==> src/rtl/board_pkg.sv <==
// Shared definitions for the iCE40 board tops: sequencer states, SB_IO pin
// types and warmboot image width.
package board_pkg;

    typedef enum logic [2:0] {
        ST_PWRUP,
        ST_IDLE,
        ST_RAIL_DOWN,
        ST_SETTLE,
        ST_ARM,
        ST_BOOT
    } seq_state_t;

    // SB_IO PIN_TYPE encodings used by the board tops for user pads.
    localparam logic [5:0] IOB_PIN_INPUT    = 6'b000001;
    localparam logic [5:0] IOB_PIN_OUTPUT   = 6'b011001;
    localparam logic [5:0] IOB_PIN_TRISTATE = 6'b101001;

    localparam int WB_IMAGE_W = 2;
    localparam int ARM_CYCLES = 2;

    function automatic int max_int(input int a, input int b);
        return (a > b) ? a : b;
    endfunction

endpackage

==> src/rtl/step_timer.sv <==
// Loadable down-counter; done is high while the count sits at zero.
// It holds at zero rather than wrapping, so an idle timer stays done.
module step_timer #(
    parameter int               WIDTH       = 4,
    parameter logic [WIDTH-1:0] RESET_VALUE = '0
) (
    input  logic             clk_48mhz,
    input  logic             reset_n,
    input  logic             load,
    input  logic [WIDTH-1:0] load_value,
    output logic             done
);

    logic [WIDTH-1:0] count_q;

    // NOTE: sequential state uses non-blocking assignments so every flop
    // samples pre-edge values regardless of process ordering.
    always_ff @(posedge clk_48mhz or negedge reset_n) begin
        if (!reset_n) begin
            count_q <= RESET_VALUE;
        end else if (load) begin
            count_q <= load_value;
        end else if (count_q != '0) begin
            count_q <= count_q - WIDTH'(1);
        end
    end

    assign done = (count_q == '0);

endmodule

==> src/rtl/warmboot_sequencer.sv <==
// Staged rail power-up, then on request: reverse rail power-down, settle,
// and drive SB_WARMBOOT select/boot to launch the chosen image.
module warmboot_sequencer
    import board_pkg::*;
#(
    parameter int                   NUM_RAILS     = 2,
    parameter logic [NUM_RAILS-1:0] RAIL_INIT_ON  = {NUM_RAILS{1'b1}},
    parameter int                   RAIL_STEP     = 48000,
    parameter int                   SETTLE_CYCLES = 480000,
    parameter int                   NUM_IMAGES    = 4
) (
    input  logic                  clk_48mhz,
    input  logic                  reset_n,
    input  logic                  req_valid,
    output logic                  req_ready,
    input  logic [1:0]            req_image,
    input  logic                  abort,
    output logic [NUM_RAILS-1:0]  rail_en,
    output logic                  pads_release,
    output logic [1:0]            wb_s,
    output logic                  wb_boot,
    output logic                  busy,
    output logic                  bad_image
);

    localparam int TIMER_W    = $clog2(max_int(RAIL_STEP, SETTLE_CYCLES) + 1);
    localparam int RAIL_IDX_W = (NUM_RAILS > 1) ? $clog2(NUM_RAILS) : 1;

    localparam logic [TIMER_W-1:0]    RAIL_STEP_M1 = TIMER_W'(RAIL_STEP - 1);
    localparam logic [TIMER_W-1:0]    SETTLE_M1    = TIMER_W'(SETTLE_CYCLES - 1);
    localparam logic [TIMER_W-1:0]    ARM_M1       = TIMER_W'(ARM_CYCLES - 1);
    localparam logic [RAIL_IDX_W-1:0] LAST_RAIL    = RAIL_IDX_W'(NUM_RAILS - 1);
    localparam logic [2:0]            NUM_IMAGES_L = 3'(NUM_IMAGES);

    seq_state_t state_q, state_d;

    logic [RAIL_IDX_W-1:0] rail_idx_q, rail_idx_d;
    logic [WB_IMAGE_W-1:0] image_q, image_d;
    logic [NUM_RAILS-1:0]  rail_en_q, rail_en_d;
    logic                  pads_release_q, pads_release_d;
    logic [WB_IMAGE_W-1:0] wb_s_q, wb_s_d;
    logic                  wb_boot_q, wb_boot_d;
    logic                  busy_q, busy_d;
    logic                  req_ready_q, req_ready_d;
    logic                  bad_image_q, bad_image_d;

    logic                  timer_load;
    logic [TIMER_W-1:0]    timer_value;
    logic                  timer_done;

    logic accept;
    logic abort_hit;
    logic image_oor;

    assign accept    = (state_q == ST_IDLE) && req_valid && req_ready_q;
    assign abort_hit = abort && ((state_q == ST_RAIL_DOWN) || (state_q == ST_SETTLE));
    assign image_oor = ({1'b0, req_image} >= NUM_IMAGES_L);

    step_timer #(
        .WIDTH       (TIMER_W),
        .RESET_VALUE (RAIL_STEP_M1)
    ) u_step_timer (
        .clk_48mhz  (clk_48mhz),
        .reset_n    (reset_n),
        .load       (timer_load),
        .load_value (timer_value),
        .done       (timer_done)
    );

    always_ff @(posedge clk_48mhz or negedge reset_n) begin
        if (!reset_n) begin
            state_q        <= ST_PWRUP;
            rail_idx_q     <= '0;
            image_q        <= '0;
            rail_en_q      <= '0;
            pads_release_q <= 1'b1;
            wb_s_q         <= '0;
            wb_boot_q      <= 1'b0;
            busy_q         <= 1'b1;
            req_ready_q    <= 1'b0;
            bad_image_q    <= 1'b0;
        end else begin
            state_q        <= state_d;
            rail_idx_q     <= rail_idx_d;
            image_q        <= image_d;
            rail_en_q      <= rail_en_d;
            pads_release_q <= pads_release_d;
            wb_s_q         <= wb_s_d;
            wb_boot_q      <= wb_boot_d;
            busy_q         <= busy_d;
            req_ready_q    <= req_ready_d;
            bad_image_q    <= bad_image_d;
        end
    end

    // NOTE: every variable gets a default first so no path infers a latch.
    always_comb begin
        state_d     = state_q;
        rail_idx_d  = rail_idx_q;
        image_d     = image_q;
        timer_load  = 1'b0;
        timer_value = RAIL_STEP_M1;
        unique case (state_q)
            ST_PWRUP: begin
                if (timer_done) begin
                    timer_load = 1'b1;
                    if (rail_idx_q == LAST_RAIL) begin
                        state_d = ST_IDLE;
                    end else begin
                        rail_idx_d = rail_idx_q + RAIL_IDX_W'(1);
                    end
                end
            end
            ST_IDLE: begin
                if (accept) begin
                    state_d    = ST_RAIL_DOWN;
                    rail_idx_d = LAST_RAIL;
                    image_d    = image_oor ? '0 : req_image;
                    timer_load = 1'b1;
                end
            end
            ST_RAIL_DOWN: begin
                if (abort) begin
                    state_d = ST_IDLE;
                end else if (timer_done) begin
                    timer_load = 1'b1;
                    if (rail_idx_q == '0) begin
                        state_d     = ST_SETTLE;
                        timer_value = SETTLE_M1;
                    end else begin
                        rail_idx_d = rail_idx_q - RAIL_IDX_W'(1);
                    end
                end
            end
            ST_SETTLE: begin
                if (abort) begin
                    state_d = ST_IDLE;
                end else if (timer_done) begin
                    state_d     = ST_ARM;
                    timer_load  = 1'b1;
                    timer_value = ARM_M1;
                end
            end
            ST_ARM: begin
                if (timer_done) begin
                    state_d = ST_BOOT;
                end
            end
            ST_BOOT: begin
                state_d = ST_BOOT;
            end
            default: begin
                state_d = ST_PWRUP;
            end
        endcase
    end

    // Output registers are loaded from the next state so every pin is a flop.
    always_comb begin
        rail_en_d   = rail_en_q;
        bad_image_d = bad_image_q;
        if ((state_q == ST_PWRUP) && timer_done && RAIL_INIT_ON[rail_idx_q]) begin
            rail_en_d[rail_idx_q] = 1'b1;
        end
        if (accept) begin
            rail_en_d[NUM_RAILS-1] = 1'b0;
            if (image_oor) begin
                bad_image_d = 1'b1;
            end
        end
        if ((state_q == ST_RAIL_DOWN) && timer_done && (rail_idx_q != '0)) begin
            rail_en_d[rail_idx_q - RAIL_IDX_W'(1)] = 1'b0;
        end
        if (abort_hit) begin
            rail_en_d = RAIL_INIT_ON;
        end
        pads_release_d = (state_d != ST_IDLE);
        busy_d         = (state_d != ST_IDLE);
        req_ready_d    = (state_d == ST_IDLE);
        wb_s_d         = ((state_d == ST_ARM) || (state_d == ST_BOOT)) ? image_d : '0;
        wb_boot_d      = (state_d == ST_BOOT);
    end

    assign rail_en      = rail_en_q;
    assign pads_release = pads_release_q;
    assign wb_s         = wb_s_q;
    assign wb_boot      = wb_boot_q;
    assign busy         = busy_q;
    assign req_ready    = req_ready_q;
    assign bad_image    = bad_image_q;

endmodule

==> config.mk <==
export PLATFORM = sky130hd
export DESIGN_NAME = warmboot_sequencer
export DESIGN_NICKNAME = d
export VERILOG_FILES = /design/src/rtl/board_pkg.sv /design/src/rtl/step_timer.sv /design/src/rtl/warmboot_sequencer.sv
export SDC_FILE = /design/constraint.sdc
export NUM_CORES = 1
export LEC_CHECK = 0
export BUFFER_PORTS_ARGS = -buffer_cell sky130_fd_sc_hd__buf_2
export CELL_PAD_IN_SITES_DETAIL_PLACEMENT = 1
export CELL_PAD_IN_SITES_GLOBAL_PLACEMENT = 1
export CORE_UTILIZATION = 25
export CTS_CLUSTER_DIAMETER = 150
export DETAILED_ROUTE_END_ITERATION = 10
export GPL_TIMING_DRIVEN = 1
export PLACE_DENSITY = 0.48
export SLEW_MARGIN = 20
export SYNTH_ARGS = -nofsm -noshare
export SYNTH_HDL_FRONTEND = slang
export SYNTH_SLANG_ARGS = --single-unit
==> constraint.sdc <==
create_clock -name clk_48mhz -period 6.3 [get_ports clk_48mhz]
set_input_delay 1.26 -clock clk_48mhz [delete_from_list [all_inputs] [get_ports clk_48mhz]]
set_output_delay 1.26 -clock clk_48mhz [all_outputs]
set_load 0.05 [all_outputs]
==> impl_metrics.py, run 1 <==
metrics = {
    "grt": {
        "grt_pass1_vias": 1591,
        "grt_pass1_wl_um": 8180,
        "antenna_found_initial": 0,
        "grt-ovfl-total": 0,
        "grt_util_all_layers_pct": 14.5,
        "grt_max_degree": 33,
    },
    "die": {
        "die_y_um": 86.0,
        "ios": 15,
        "initial_core_util_pct": 25.9,
        "die-area_um2": 7390,
        "core_um2": 6790,
        "die_w_um": 86.0,
        "rows": 30,
    },
    "min_path": {
        "min_path_cells": 1,
        "hp-class": "reg2reg",
        "whs_endpoint": "image_q[1]",
        "hold_start": "image_q[1]",
    },
    "clocking": {
        "cts_hold_repair.buffers": 0,
        "ctsResizeCount": 0,
        "clkSlewWorstSetupHoldPaths_ns": 0.07,
        "clk_latency_ns": 0.29,
        "cts.sink_count": 32,
        "cts_buffers": 5,
        "tritoncts": "built",
        "clockRootBuffer": "clkbuf_8",
        "htree_num_levels": 2,
        "cts_setup_buffers": 0,
        "clock_path_buffers": 2,
    },
    "cells_and_area": {
        "finish.utilization_pct": 29.1,
        "final_net_count": 199,
        "drive_above_1_share_pct": 22.3,
        "antennaDiodeCount": 0,
        "syn2layout_area_growth_pct": 12.0,
    },
    "yosys": {
        "syn-cell-area_um2": 1760,
        "ys_async_sr_fraction_pct": 100,
        "yosysUniqueCellTypes": 51,
        "synth_fp_nets": 188,
        "yosysWarnings": 0,
        "synthDominantCellAreaShare_pct": 25.6,
        "synth-edff-count": 0,
        "ys_ff_latch": 32,
        "syn_area_per_cell_um2": 9.74,
        "synth_top_cells_by_count": "nand2_1, dfrtp_1, a21oi_1",
        "synth.largest_area_cell": "dfrtp_1",
        "seq_area_frac_synth_pct": 46.4,
        "synthCells": 181,
        "synthTopCellsByArea": "dfrtp_1, dfstp_2, a21oi_1",
        "ys.flop_type": "dfrtp_1",
        "yosysMostFrequentCell": "nand2_1",
    },
    "timing": {
        "tightest_slew_ns": 0.751,
        "fin_ws_ns": 3.50,
        "finalSetupViolCount": 0,
        "slew_headroom_pct": 49.9,
        "setup_tns_ns": 0,
        "period_minus_slack_ns": 2.80,
        "period_share_pct": 44.4,
        "final_hold_viol_count": 0,
        "rsz0062_at_grt": "false",
        "finClkSkew_ns": 0.0114,
        "max_freq_mhz": 358,
        "finalMaxSlewViolations": 0,
    },
    "route": {
        "ant_nets": 0,
        "vias_per_cell": 4.91,
        "routed_wl_um": 4730,
        "vias": 1418,
        "wl_per_cell_um": 16.4,
        "first_pass_iters": 4,
        "drc": 0,
        "drt_iter0_drc": 50,
    },
    "pwr": {
        "irDropWorstVdd_mv": 0.0834,
        "intPower_uw": 285,
        "power.leakage_uw": 0.000798,
        "p_sw_uw": 85.0,
        "seq_power_share_pct": 55.7,
        "power_frac_clock_pct": 42.2,
        "p_sw_share_pct": 23.0,
        "pwr_density_cell_nw_per_um2": 187,
        "comb_power_share_pct": 2.1,
    },
    "place": {
        "io_buffers": 13,
        "place_ws_ns": 3.34,
        "gp_congestion": 0.781,
        "hpwl_um": 3400,
    },
    "setup_path": {
        "ff2ff_setup_slack_ns": 3.50,
        "max_stage_delay_ns": 0.57,
        "crit_path_max_fanout": 5,
        "rr_endpoint": "u_step_timer.count_q[14]",
        "crit_path_cell_trace": "inv_1 > ha_1 > or4b_1 > nor4_1 > nand3_1 > or3_4 > a21oi_1",
        "critPathKind": "reg2reg",
        "arrival_ns": 2.99,
        "cp-start-kind": "register",
        "reg2reg_from": "u_step_timer.count_q[0]",
        "required_ns": 6.49,
        "r2r_cells": 7,
        "crit_path_end_kind": "register",
        "crit_slowest_cell": "nor4_1",
    },
    "job": {
        "cap_viol_max_count": 0,
    },
    "outcome": {
        "status": "complete, no violations",
    },
}
==> routing by layer <==
| metal | part of all wire (%) | routed length [um] | vias to the layer above | GRT usage (%) |
|---|---|---|---|---|
| met2 | 50 | 2340 | 19 | 24.5 |
| met3 | 3.4 | 163 | 7 | 3.95 |
| met1 | 46 | 2160 | 723 | 17.8 |
| met4 | 1.4 | 68 | 0 | 5.00 |
| li1 | - | - | 669 | - |
| met5 | 0 | 0 | - | 0 |
==> state kept, by name (all words and copies together), names as in the netlist <==
name                  flops
rail_en                   2
state_q                   3
busy                      1
wb_boot                   1
wb_s                      2
rail_idx_q                1
req_ready                 1
u_step_timer.count_q     19
image_q                   2
==> cells by family after synthesis <==
kind of cell             count (synthesis)  share of synthesized area (%)
AO/OA/AOI/OAI                           46                           17.2
XOR/XNOR                                12                           5.96
adder cells (fa/ha/maj)                  1                          0.710
buffers and inverters                   18                           5.04
flip-flops                              32                           46.4
multiplexers                             4                           2.41
other                                    1                          0.213
AND/OR/NAND/NOR                         67                           22.1
==> layout make-up <==
cell class / instances / area [um^2]
sequential: 32 / 818
fill: 802 / 4820
inverter: 9 / 33.8
multi-input combinational: 131 / 856
clock inverter: 1 / 5.00
tap: 96 / 120
clock buffer: 7 / 76.3
timing repair buffer: 13 / 65.1
==> critical path, delay by kind of cell, from the launching register on <==
| family | cells | cell delay, ns |
|---|---|---|
| adders and majority gates | 1 | 0.21 |
| DFF | 1 | 0.38 |
| AOI/OAI and AO/OA | 1 | 0.17 |
| buffers and inverters | 1 | 0.09 |
| and+or+nand+nor | 4 | 1.85 |
==> how the worst max path moves through the flow <==
stage / startpoint / endpoint / slack [ns] / cells after the start
2_1_floorplan: req_valid / u_step_timer.count_q[2] / 4.00 / 6
3_3_place_gp: req_valid / u_step_timer.count_q[4] / 3.35 / 6
3_5_place_dp: req_valid / u_step_timer.count_q[4] / 3.34 / 6
4_1_cts: u_step_timer.count_q[0] / u_step_timer.count_q[14] / 3.55 / 7
5_1_grt: u_step_timer.count_q[0] / u_step_timer.count_q[1] / 3.37 / 7
6_report: u_step_timer.count_q[0] / u_step_timer.count_q[14] / 3.50 / 7
==> power by group through the flow <==
stage	logic, uW	registers [uW]	clock network, uW
finish	7.67	206	156
global route	9.05	206	174
CTS	8.22	206	164
detailed placement	8.25	209	0
global placement	7.93	209	0
floorplan	2.02	209	0
==> layout by cell type, fill, tap and decap left out, types with 3 or more instances in the layout <==
cell,n
xnor2_1,8
clkbuf_8,5
buf_2,13
o21ai_0,7
o41ai_1,3
inv_1,9
dfrtp_1,18
xor2_1,4
nor4_1,4
or3_1,5
nand2_1,21
nor2_1,13
dfstp_2,14
o21a_1,4
a21oi_1,16
nor3_1,3
==> per-stage QoR <==
step	std cells	power (uW)	area, um^2	hold WS (ns)
final	289	370	1970	0.496
after global routing	289	389	1970	0.511
after CTS	289	378	1970	0.500
after detailed placement	281	218	1890	0.482
after global placement	281	217	1890	0.467
after floorplan	181	211	1760	0.447
Note: power is estimated with default switching activity, not from simulation.
==> inputs of run 2 (changes only) <==
- ABC_AREA: unset -> 1
- PLACE_DENSITY: 0.48 -> 0.51
- clock period: 6.3 -> 2.4 ns (I/O delays scaled with it)
==> run 2 against run 1 <==
Against the previous run: largest cell class unchanged; global-route usage is 0.63 points lower; via count is 6.1% higher; synthesized cell count is 26% higher.
==> impl_metrics.py, run 2 <==
metrics = {
    "cells_and_area": {
        "fill_cells": 844,
        "antennaDiodeCount": 0,
        "final_area_um2": 2080,
        "drive_above_1_share_pct": 21.5,
        "top_register": "u_step_timer.count_q",
        "top_regs": "u_step_timer.count_q (19), state_q (3)",
        "largest_reg_flops": 19,
        "final_net_count": 253,
        "layout.cells.most_common_list": "nand2_1, nor2_1, inv_1",
        "final_common_cell": "nand2_1",
        "syn2layout_area_growth_pct": 14.0,
    },
    "place": {
        "placed_area_um2": 1990,
        "gp_congestion": 0.776,
        "hpwl_um": 3510,
        "place_ws_ns": 0.212,
        "io_buffers": 13,
    },
    "grt": {
        "antenna_found_initial": 0,
        "grt_pass1_wl_um": 7890,
        "grt_max_degree": 33,
        "grt_pass1_vias": 1579,
        "grt-ovfl-total": 0,
        "grt_util_all_layers_pct": 13.9,
    },
    "timing": {
        "period_share_pct": 88.8,
        "period_minus_slack_ns": 2.13,
        "final_hold_viol_count": 0,
        "fin_ws_ns": 0.269,
        "finalMaxSlewViolations": 0,
        "tightest_slew_ns": 0.723,
        "setup_tns_ns": 0,
        "rsz0062_at_grt": "false",
        "finClkSkew_ns": 0.00862,
        "finalSetupViolCount": 0,
        "slew_headroom_pct": 51.8,
        "max_freq_mhz": 469,
    },
    "pwr": {
        "power.leakage_uw": 0.00101,
        "irDropWorstVdd_mv": 0.178,
        "power_uw": 1010,
        "pwr_density_cell_nw_per_um2": 483,
    },
    "route": {
        "vias": 1504,
        "routed_wl_um": 4610,
        "wl_per_cell_um": 13.4,
        "first_pass_iters": 4,
        "drt_iter0_drc": 40,
        "vias_per_cell": 4.38,
        "ant_nets": 0,
        "drc": 0,
    },
    "die": {
        "initial_core_util_pct": 26.3,
        "die_w_um": 87.5,
        "ios": 15,
        "rows": 30,
        "die_y_um": 87.5,
        "core_um2": 6940,
        "die-area_um2": 7650,
    },
    "yosys": {
        "yosys.area_share.simple_pct": 30.8,
        "yosysMostFrequentCell": "nand2_1",
        "synth.largest_area_cell": "dfrtp_1",
        "synth_mux_area_share_pct": 0,
        "synth-edff-count": 0,
        "synth_compound_area_share_pct": 7.95,
        "synth-xor-area-share_pct": 6.71,
        "synthDominantCellAreaShare_pct": 24.7,
        "syn_area_per_cell_um2": 8.01,
        "ys.flop_type": "dfrtp_1",
        "yosysWarnings": 0,
        "ys_async_sr_fraction_pct": 100,
        "syn-cell-area_um2": 1830,
        "synth_fp_nets": 235,
        "ys_ff_latch": 32,
        "yosysUniqueCellTypes": 29,
        "synth_top_family_by_area": "simple AND/OR/NAND/NOR gates",
        "synth_fa_ha_area_share_pct": 0.685,
        "synthTopCellsByArea": "dfrtp_1, dfstp_2, nand2_1",
        "synth_top_cells_by_count": "nand2_1, nor2_1, inv_1",
        "synthCells": 228,
        "seq_area_frac_synth_pct": 44.8,
    },
    "clocking": {
        "clk_latency_ns": 0.29,
        "cts_hold_repair.buffers": 0,
        "cts_setup_buffers": 0,
        "htree_num_levels": 2,
        "cts_buffers": 5,
        "clockRootBuffer": "clkbuf_8",
        "clock_path_buffers": 2,
        "tritoncts": "built",
        "ctsResizeCount": 0,
        "clkSlewWorstSetupHoldPaths_ns": 0.08,
        "cts.sink_count": 32,
    },
    "outcome": {
        "status": "complete, no violations",
    },
    "setup_path": {
        "critPathKind": "reg2reg",
        "arrival_ns": 2.32,
        "crit_path_end_kind": "register",
        "required_ns": 2.59,
        "cp-start-kind": "register",
        "crit_path_max_fanout": 9,
    },
    "job": {
        "cap_viol_max_count": 0,
    },
    "min_path": {
        "hp-class": "in2async",
    },
}
## run 2: path summary, 6_finish.rpt
check,from,cells past startpoint,slack [ns],to
hold / removal,reset_n,1,0.24,wb_boot
setup / recovery,u_step_timer.count_q[0],11,0.27,rail_idx_q
hold reg to reg,u_step_timer.count_q[1],2,0.50,u_step_timer.count_q[1]
setup reg to reg,u_step_timer.count_q[0],11,0.27,rail_idx_q
min in group clk_48mhz,req_image[1],3,0.45,image_q[1]
max in group asynchronous,reset_n,1,1.69,state_q[1]
## run 2: kinds of logic after synthesis
group / count (synthesis)
simple gates: 117
other cells: 1
compound gates: 28
xor+xnor: 14
fa+ha+maj: 1
flops: 32
buf+inv: 35
## run 2: routing by layer
layer	up-vias	GRT usage, %	share of wire (%)
li1	763	-	-
met1	723	20.0	52
met2	14	20.6	45
met3	4	2.84	2.2
met4	0	4.47	0.91
met5	-	0	0
## run 2: per-stage QoR
| step | hold slack [ns] | utilization (%) | instances |
|---|---|---|---|
| 6_report | 0.239 | 30.0 | 343 |
| 5_1_grt | 0.298 | 30.0 | 343 |
| 4_1_cts | 0.280 | 30.0 | 343 |
| 3_5_place_dp | 0.492 | 28.6 | 335 |
| 3_3_place_gp | 0.470 | 28.6 | 335 |
| 2_1_floorplan | 0.184 | - | 228 |
## run 2: cell type report
cell class              count  area (um^2)  share of cell area [%]
multi-input cells         161          847                    40.7
clock buffers               6         82.6                    3.97
clock inverters             2         10.0                   0.481
well taps                  96          120                    5.77
repair buffers             17         95.1                    4.57
inverters                  29          109                    5.23
flip-flops and latches     32          818                    39.3
## run 2: worst max-delay path: stages, from the launching register on
cell and delay (ns):
dfstp_2 0.37, inv_1 0.14, ha_1 0.25, nand2_2 0.12, nor2_4 0.21, nand3_4 0.15
nand2_1 0.13, inv_1 0.06, nor2_1 0.16, nand2_2 0.18, a21boi_0 0.21, inv_1 0.05
## run 2: power breakdown
group,internal (uW),switching (uW),total [uW]
clock network,229,217,446
logic,3.20,16.8,20.0
registers,540,0,540
total,772,234,1010
==> inputs of run 3 (changes only) <==
- MAX_ROUTING_LAYER: unset -> met4
- REMOVE_ABC_BUFFERS: unset -> 1
==> run 3 against run 2 <==
Against the previous run: register-to-register slack improved by 0.02 ns; via count up 1.0%; sequential power hardly changed; final cell count rose by 0.58%; utilization is 0.29 points higher; largest cell class unchanged; largest power group unchanged; highest routed layer unchanged.
==> impl_metrics.py, run 3 (same netlist as run 2, synthesis figures left out) <==
metrics = {
    "outcome": {
        "status": "complete, no violations",
    },
    "cells_and_area": {
        "seq_area_um2": 818,
        "drive_above_1_share_pct": 22.5,
        "final_common_cell": "nand2_1",
        "top_regs": "u_step_timer.count_q (19), state_q (3)",
        "layout.cells.most_common_list": "nand2_1, nor2_1, inv_1",
        "multi_input_area_um2": 850,
        "antennaDiodeCount": 0,
        "fill_cells": 857,
        "syn2layout_area_growth_pct": 15.1,
        "largest_reg_flops": 19,
        "final_net_count": 255,
        "fin_cells": 345,
        "top_register": "u_step_timer.count_q",
    },
    "place": {
        "gp_congestion": 0.728,
        "io_buffers": 13,
        "dp_cells": 335,
        "hpwl_um": 3360,
        "place_ws_ns": 0.201,
    },
    "clocking": {
        "cts.sink_count": 32,
        "cts_buffers": 5,
        "clk_latency_ns": 0.29,
        "tritoncts": "built",
        "htree_num_levels": 2,
        "clkSlewWorstSetupHoldPaths_ns": 0.07,
        "clock_path_buffers": 2,
        "clockRootBuffer": "clkbuf_8",
    },
    "setup_path": {
        "arrival_ns": 2.32,
        "cp_common_cell": "nor2_4",
        "required_ns": 2.61,
        "cp-start-kind": "register",
        "crit_path_cell_trace": "inv_1 > ha_1 > nand2_2 > nor2_4 > nand2_1 > nor2_4 > nand4_1 > nand3_1 > a21oi_1",
        "max_stage_delay_ns": 0.37,
        "critPathKind": "reg2reg",
        "crit_path_max_fanout": 6,
        "crit_slowest_cell": "dfstp_2",
        "crit_path_end_kind": "register",
        "path_delay_family": "simple AND/OR/NAND/NOR gates",
        "worst-path-buf-inv": 1,
    },
    "pwr": {
        "power.leakage_uw": 0.00102,
        "pwr_density_cell_nw_per_um2": 476,
        "irDropWorstVdd_mv": 0.327,
    },
    "die": {
        "die_w_um": 87.5,
        "ios": 15,
        "core_um2": 6940,
        "initial_core_util_pct": 26.3,
        "die-area_um2": 7650,
        "rows": 30,
        "die_y_um": 87.5,
    },
    "grt": {
        "grt_util_all_layers_pct": 14.9,
        "grt_pass1_wl_um": 8390,
        "grt_pass1_vias": 1692,
        "grt-ovfl-total": 0,
        "antenna_found_initial": 0,
        "grt_max_degree": 33,
    },
    "timing": {
        "finClkSkew_ns": 0.00561,
        "slew_headroom_pct": 49.9,
        "setup_tns_ns": 0,
        "period_share_pct": 87.8,
        "max_freq_mhz": 475,
        "period_minus_slack_ns": 2.11,
        "rsz0062_at_grt": "false",
        "finalSetupViolCount": 0,
        "finalMaxSlewViolations": 0,
        "tightest_slew_ns": 0.751,
        "fin_ws_ns": 0.293,
        "final_hold_viol_count": 0,
    },
    "route": {
        "vias": 1519,
        "drt_iter0_drc": 45,
        "drc": 0,
        "ant_nets": 0,
        "vias_per_cell": 4.40,
        "routed_wl_um": 4660,
        "first_pass_iters": 4,
        "wl_per_cell_um": 13.5,
    },
    "min_path": {
        "hp-class": "in2async",
    },
    "job": {
        "cap_viol_max_count": 0,
    },
}
==> run 3: cell count changes in the layout (fill, tap and decap cells not counted), sizes merged <==
cell	delta
buf	+2
==> run 3: final timing paths <==
kind / start / endpoint / slack (ns) / depth (start not counted)
setup / recovery: u_step_timer.count_q[0] / u_step_timer.count_q[13] / 0.29 / 9
hold / removal: reset_n / u_step_timer.count_q[14] / 0.25 / 1
setup reg to reg: u_step_timer.count_q[0] / u_step_timer.count_q[13] / 0.29 / 9
hold reg to reg: u_step_timer.count_q[1] / u_step_timer.count_q[1] / 0.49 / 2
max in group asynchronous: reset_n / rail_en[0] / 1.66 / 1
min in group clk_48mhz: req_image[0] / image_q[0] / 0.46 / 3
==> run 3: timing repair <==
action                                  in CTS  in global routing
hold endpoints to repair                     0                  0
endpoints found under the setup margin       0                  3
hold buffers                                 0                  0
setup buffers                                0                  2
resized for setup                            0                  3
==> run 3: layer usage <==
metal | track usage [%] | vias to the layer above | wire [um] | part of all wire (%)
met5 | - | - | 0 | 0
met4 | 5.81 | 0 | 74 | 1.6
met3 | 2.84 | 8 | 128 | 2.7
met2 | 23.3 | 18 | 2090 | 45
met1 | 19.1 | 732 | 2360 | 51
li1 | - | 761 | - | -
==> run 3: worst register-to-register path, delay by kind of cell (launching register included) <==
kind,cells,cell delay (ns)
AOI/OAI and AO/OA,1,0.11
DFF,1,0.37
adders and majority gates,1,0.26
and+or+nand+nor,6,1.17
buffers and inverters,1,0.13
==> run 3: report_power, final <==
| group | total (uW) | internal [uW] | switching [uW] |
|---|---|---|---|
| clock network | 439 | 229 | 210 |
| logic | 20.6 | 3.21 | 17.4 |
| registers | 540 | 540 | 0 |
| total | 1000 | 772 | 227 |
==> run 3: layout make-up <==
type,instances,share of cell area (%)
multi-input combinational,161,40.4
clock buffer,6,3.93
tap,96,5.71
sequential,32,38.9
clock inverter,2,0.476
timing repair buffer,19,5.24
inverter,29,5.30
==> run 3: stage by stage <==
step                util, %  hold WS [ns]  area, um^2  power (uW)
floorplan                 -         0.184        1770         554
CTS                    30.0         0.280        2080        1030
detailed placement     28.6         0.483        1990         571
finish                 30.3         0.254        2100        1000
global route           30.3         0.315        2100        1050
global placement       28.6         0.471        1990         572
